**config.mk**
```make
export PLATFORM = sky130hd
export DESIGN_NAME = rr_arbiter
export DESIGN_NICKNAME = d
export VERILOG_FILES = /design/src/rtl/rr_arbiter_pkg.sv /design/src/rtl/rr_pick.sv /design/src/rtl/rr_arbiter.sv
export SDC_FILE = /design/constraint.sdc
export NUM_CORES = 1
export LEC_CHECK = 0
export ABC_CLOCK_PERIOD_IN_PS = 7570
export CELL_PAD_IN_SITES_DETAIL_PLACEMENT = 1
export CELL_PAD_IN_SITES_GLOBAL_PLACEMENT = 1
export CORE_MARGIN = 5
export CORE_UTILIZATION = 50
export DETAILED_ROUTE_END_ITERATION = 16
export DONT_BUFFER_PORTS = 1
export GPL_TIMING_DRIVEN = 0
export PLACE_DENSITY = 0.82
export SLEW_MARGIN = 20
export SYNTH_ARGS = -nofsm -noshare
export SYNTH_HDL_FRONTEND = slang
export SYNTH_SLANG_ARGS = --single-unit
```
**constraint.sdc**
```tcl
create_clock -name clk -period 7.57 [get_ports clk]
set_input_delay 1.514 -clock clk [delete_from_list [all_inputs] [get_ports clk]]
set_output_delay 1.514 -clock clk [all_outputs]
set_load 0.05 [all_outputs]
```
**src/rtl/rr_arbiter_pkg.sv**
```systemverilog
// Shared constants for the arbiter and encoder blocks: requester count,
// index width and the IDLE/BUSY state encoding.
package rr_arbiter_pkg;

  localparam int unsigned NumReq = 8;
  localparam int unsigned IdxW   = 3;

  typedef enum logic [0:0] {
    StIdle = 1'b0,
    StBusy = 1'b1
  } state_e;

endpackage

```
**src/rtl/rr_pick.sv**
```systemverilog
// Round-robin winner selection: rotate req so the search starts at last_id+1,
// then take the lowest set bit.
module rr_pick
  import rr_arbiter_pkg::*;
(
  input  logic [NumReq-1:0] req,
  input  logic [IdxW-1:0]   last_id,
  output logic [IdxW-1:0]   winner_id,
  output logic              found
);

  logic [IdxW:0]       shift;
  logic [2*NumReq-1:0] dbl;
  logic [NumReq-1:0]   rot;
  logic [IdxW-1:0]     offset;

  assign shift = {1'b0, last_id} + {{IdxW{1'b0}}, 1'b1};
  assign dbl   = {req, req} >> shift;
  assign rot   = dbl[NumReq-1:0];

  // Scan high to low so the lowest set bit (nearest to last_id+1) wins.
  always_comb begin
    found  = 1'b0;
    offset = '0;
    for (int i = NumReq - 1; i >= 0; i--) begin
      if (rot[i]) begin
        found  = 1'b1;
        offset = IdxW'(i);
      end
    end
  end

  // Index arithmetic wraps naturally modulo NumReq.
  assign winner_id = last_id + IdxW'(1) + offset;

endmodule

```
**src/rtl/rr_arbiter.sv**
```systemverilog
// Round-robin arbiter over 8 requesters with a bounded hold time; a grant ends
// on the done strobe, holder request drop, or hold limit.
module rr_arbiter
  import rr_arbiter_pkg::*;
#(
  parameter int unsigned HOLD_MAX = 16,
  parameter int unsigned CNT_W    = 8
) (
  input  logic              clk,
  input  logic              rst,
  input  logic [NumReq-1:0] req,
  input  logic              rel,
  output logic [NumReq-1:0] grant,
  output logic              grant_valid,
  output logic [IdxW-1:0]   grant_id,
  output logic              timeout
);

  state_e              state_q, state_d;
  logic [CNT_W-1:0]    cnt_q, cnt_d;
  logic [IdxW-1:0]     last_id_q, last_id_d;
  logic [IdxW-1:0]     grant_id_q, grant_id_d;
  logic [NumReq-1:0]   grant_q, grant_d;
  logic                valid_q, valid_d;
  logic                timeout_q, timeout_d;

  logic [IdxW-1:0]     pick_id;
  logic                pick_found;
  logic                at_limit;
  logic                holder_req;

  rr_pick u_pick (
    .req       (req),
    .last_id   (last_id_q),
    .winner_id (pick_id),
    .found     (pick_found)
  );

  assign at_limit   = (cnt_q == CNT_W'(HOLD_MAX - 1));
  assign holder_req = req[grant_id_q];

  always_comb begin
    state_d    = state_q;
    cnt_d      = cnt_q;
    last_id_d  = last_id_q;
    grant_id_d = grant_id_q;
    grant_d    = grant_q;
    valid_d    = valid_q;
    timeout_d  = 1'b0;
    unique case (state_q)
      StIdle: begin
        cnt_d = '0;
        if (pick_found) begin
          state_d    = StBusy;
          grant_d    = {{(NumReq - 1){1'b0}}, 1'b1} << pick_id;
          grant_id_d = pick_id;
          valid_d    = 1'b1;
          last_id_d  = pick_id;
        end else begin
          grant_d    = '0;
          grant_id_d = '0;
          valid_d    = 1'b0;
        end
      end
      StBusy: begin
        if (rel || !holder_req || at_limit) begin
          state_d    = StIdle;
          cnt_d      = '0;
          grant_d    = '0;
          grant_id_d = '0;
          valid_d    = 1'b0;
          // Pulse only when the hold limit alone ended the grant.
          timeout_d  = at_limit && !rel && holder_req;
        end else begin
          cnt_d = cnt_q + CNT_W'(1);
        end
      end
      default: state_d = StIdle;
    endcase
  end

  always_ff @(posedge clk) begin
    if (rst) begin
      state_q    <= StIdle;
      cnt_q      <= '0;
      last_id_q  <= IdxW'(NumReq - 1);
      grant_id_q <= '0;
      grant_q    <= '0;
      valid_q    <= 1'b0;
      timeout_q  <= 1'b0;
    end else begin
      state_q    <= state_d;
      cnt_q      <= cnt_d;
      last_id_q  <= last_id_d;
      grant_id_q <= grant_id_d;
      grant_q    <= grant_d;
      valid_q    <= valid_d;
      timeout_q  <= timeout_d;
    end
  end

  assign grant       = grant_q;
  assign grant_valid = valid_q;
  assign grant_id    = grant_id_q;
  assign timeout     = timeout_q;

endmodule

```
==> out/metrics.yaml <==
grt.total_usage_pct: 20.5
critPathSlowestCell: "fa_1"
min-delay-start: "cnt_q[0]$_SDFF_PP0_"
hold_path.class: "reg2reg"
r2r_cells: 12
max_freq_mhz: 262
r2r_end: "grant[2]$_SDFFE_PP0P_"
final_hold_viol_count: 0
vias: 1388
grt_max_degree: 16
crit_type: "in2reg"
startpoint: "req[6]"
min_period_ns: 3.81
path_max_fanout: 10
arrival_ns: 4.09
p_sw_mw: 0.355
gp_congestion: 0.891
drt_first_pass_iters: 4
netlist_top_cells_area: "dfxtp_1 (32%), o21ai_0 (3.9%), nor2_1 (3.4%)"
yosysTopAreaCellShare_pct: 32.2
portBuffers: 0
fin_skew_ns: 0.00570
slowest_delay_ns: 0.59
power.leakage_nw: 0.623
crit_top_cell: "a2bb2oi_1"
placed_cell_area_um2: 1610
avgSynthCellArea_um2: 8.78
start_util_pct: 51.3
peakVddDrop_uv: 271
area_growth_pct: 5.47
combPwrFrac_pct: 50.5
die-area_um2: 4320
drv_slew: 0
clk_pin_slew_worst_paths_ns: 0.14
yosysMostFrequentCell: "dfxtp_1"
core-area_um2: 3030
ys_seq_area_share_pct: 32.2
ys_ff_latch: 25
antenna_found_initial: 0
die_h_um: 65.8
max_slew_margin_pct: 56.7
swShare_pct: 51.7
p_seq_share_pct: 40.6
ant_nets: 0
layout-drive-gt1-share_pct: 13.3
dr.first_iter.drc_count: 91
synth_nets: 191
regToRegSetupSlack_ns: 4.39
setup_viol: 0
clock_latency_ns: 0.32
cp.required_ns: 7.85
htreeDepth: 1
synth.cell_area_um2: 1550
hold_depth: 1
p_per_area_nw_per_um2: 418
row_count: 20
drc: 0
postCtsHoldBufs: 0
nNetsFinal: 196
synth_top_area_cell: "dfxtp_1"
worst_pin_slew_ns: 0.649
whs_endpoint: "cnt_q[0]$_SDFF_PP0_"
power_frac_clock_pct: 8.9
setup_tns_ns: 0
regArea_um2: 500
ctsResizeCount: 0
ys.flop_type: "dfxtp_1"
routedWlPerCell_um: 18.1
rr_startpoint: "last_id_q[1]$_SDFFE_PP1P_"
vias_per_cell: 6.17
dp_hpwl_um: 3250
rsz0062_at_grt: "no"
cts_tree: "built"
grt_pass1_wl_um: 6890
fillers: 370
crit_buf_inv: 2
cts_made_buffers: 3
async_flop_share_pct: 0
grt_pass1_vias: 1466
p_int_mw: 0.331
synth_edf_count: 0
worstSetupStartpointType: "input port"
die_w_um: 65.8
run_status: "complete, no violations"
fin_area_um2: 1640
multi_input_area_um2: 958
yosys_warnings: 0
clock-sinks: 25
root_buffer: "clkbuf_4"
cap_violations: 0
n_antenna_cell: 0
crit_path_cell_trace: "clkbuf_1, nand2b_1, a2bb2oi_1, nor2_1, a2bb2oi_1, o22a_1, fa_1, inv_1, nor3_1, a22o_1"
synth_cells: 177
clock_path_buffers: 2
grt_overflow: 0
crit_family: "compound AO/OA/AOI/OAI gates"
post-route-period-util_pct: 50.4
synth_cell_types: 50
synth_commonest_cells: "dfxtp_1 (25), nor2_1 (14), o21ai_0 (12), inv_1 (11), nand2_1 (11)"
ioPinCount: 24
post_cts_buffers: 0
end_kind: "flop"
drt-total-wl_um: 4080
## cells in the final DEF (no fill, tap or decap), types with 2 or more instances in the layout
cell,Yosys,layout
a2111o_1,2,2
a211oi_1,2,2
a21o_1,3,3
a21oi_1,8,8
a22o_1,4,4
a2bb2oi_1,2,2
a32o_1,4,4
buf_2,4,4
clkbuf_1,4,4
clkbuf_4,0,3
dfxtp_1,25,25
ha_1,2,2
inv_1,11,11
mux2_2,4,4
mux2i_1,2,2
mux4_2,2,2
nand2_1,11,11
nand2b_1,8,8
nand3_1,4,4
nor2_1,14,14
nor2b_1,5,5
nor3_1,6,6
o211ai_1,4,4
o21ai_0,12,12
o31ai_1,2,2
o32a_1,2,2
o32ai_1,2,2
xnor2_1,3,3
xor2_1,3,3
## cell type report
type | instances | share of cell area, %
plain buffers | 10 | 3.28
clock buffers | 3 | 1.37
clock inverters | 1 | 0.458
inverters | 11 | 2.52
multi-input cells | 131 | 58.5
flip-flops and latches | 25 | 30.5
well taps | 44 | 3.36
## metal layers
| metal | track usage, % | vias up | routed length [µm] | part of all wire (%) |
|---|---|---|---|---|
| met1 | 25.7 | 686 | 1730 | 42 |
| met2 | 34.2 | 43 | 2050 | 50 |
| met4 | 4.66 | 0 | 38 | 0.93 |
| li1 | - | 653 | - | - |
| met5 | 0 | - | 0 | 0 |
| met3 | 6.50 | 6 | 260 | 6.4 |
## stage by stage
step           util [%]  setup slack (ns)  hold slack [ns]  std cells  total power [mW]
4_1_cts            54.1              3.78            0.472        225             0.688
6_report           54.1              3.76            0.460        225             0.685
5_1_grt            54.1              3.60            0.491        225             0.733
3_5_place_dp       53.1              3.44            0.445        221             0.628
2_1_floorplan         -              3.86            0.418        177             0.544
3_3_place_gp       53.1              3.55            0.428        221             0.610
## kinds of logic after synthesis
group	synth area share, %
and+or+nand+nor	18.2
DFF	32.2
xor gates and xnor gates	5.48
muxes	8.05
buffers and inverters	6.12
adders and majority gates	3.62
AOI/OAI and AO/OA	26.3
## flip-flops by register name, summed over array words and instances, names as in the netlist
| register | count |
|---|---|
| grant_valid | 1 |
| grant_id | 3 |
| last_id_q | 3 |
| cnt_q | 8 |
| state_q | 1 |
| grant | 8 |
| timeout | 1 |
## power groups by stage
stage | combinational, mW | sequential (mW) | clock (mW)
CTS | 0.346 | 0.279 | 0.0622
global placement | 0.329 | 0.280 | 0
detailed placement | 0.345 | 0.283 | 0
floorplan | 0.273 | 0.271 | 0
global route | 0.381 | 0.283 | 0.0685
finish | 0.346 | 0.278 | 0.0612
## worst reg2reg max path, cell delays in order, from the launching register on
cell	delay, ns
dfxtp_1	0.51
buf_4	0.24
buf_2	0.24
inv_1	0.17
o21a_1	0.13
o21ai_0	0.16
a21oi_1	0.13
a2111o_1	0.39
o21ai_0	0.08
ha_1	0.18
fa_1	0.47
nor2_2	0.24
a32o_1	0.20
## how the worst max path moves through the flow
stage                                  to  slack (ns)  depth (start not counted)
floorplan           grant[2]$_SDFFE_PP0P_        3.86                         11
global placement    grant[3]$_SDFFE_PP0P_        3.55                          9
detailed placement  grant[1]$_SDFFE_PP0P_        3.44                         10
CTS                 grant[1]$_SDFFE_PP0P_        3.78                         10
global route        grant[0]$_SDFFE_PP0P_        3.60                         10
finish              grant[1]$_SDFFE_PP0P_        3.76                         10
Note: power is estimated with default switching activity, not from simulation.
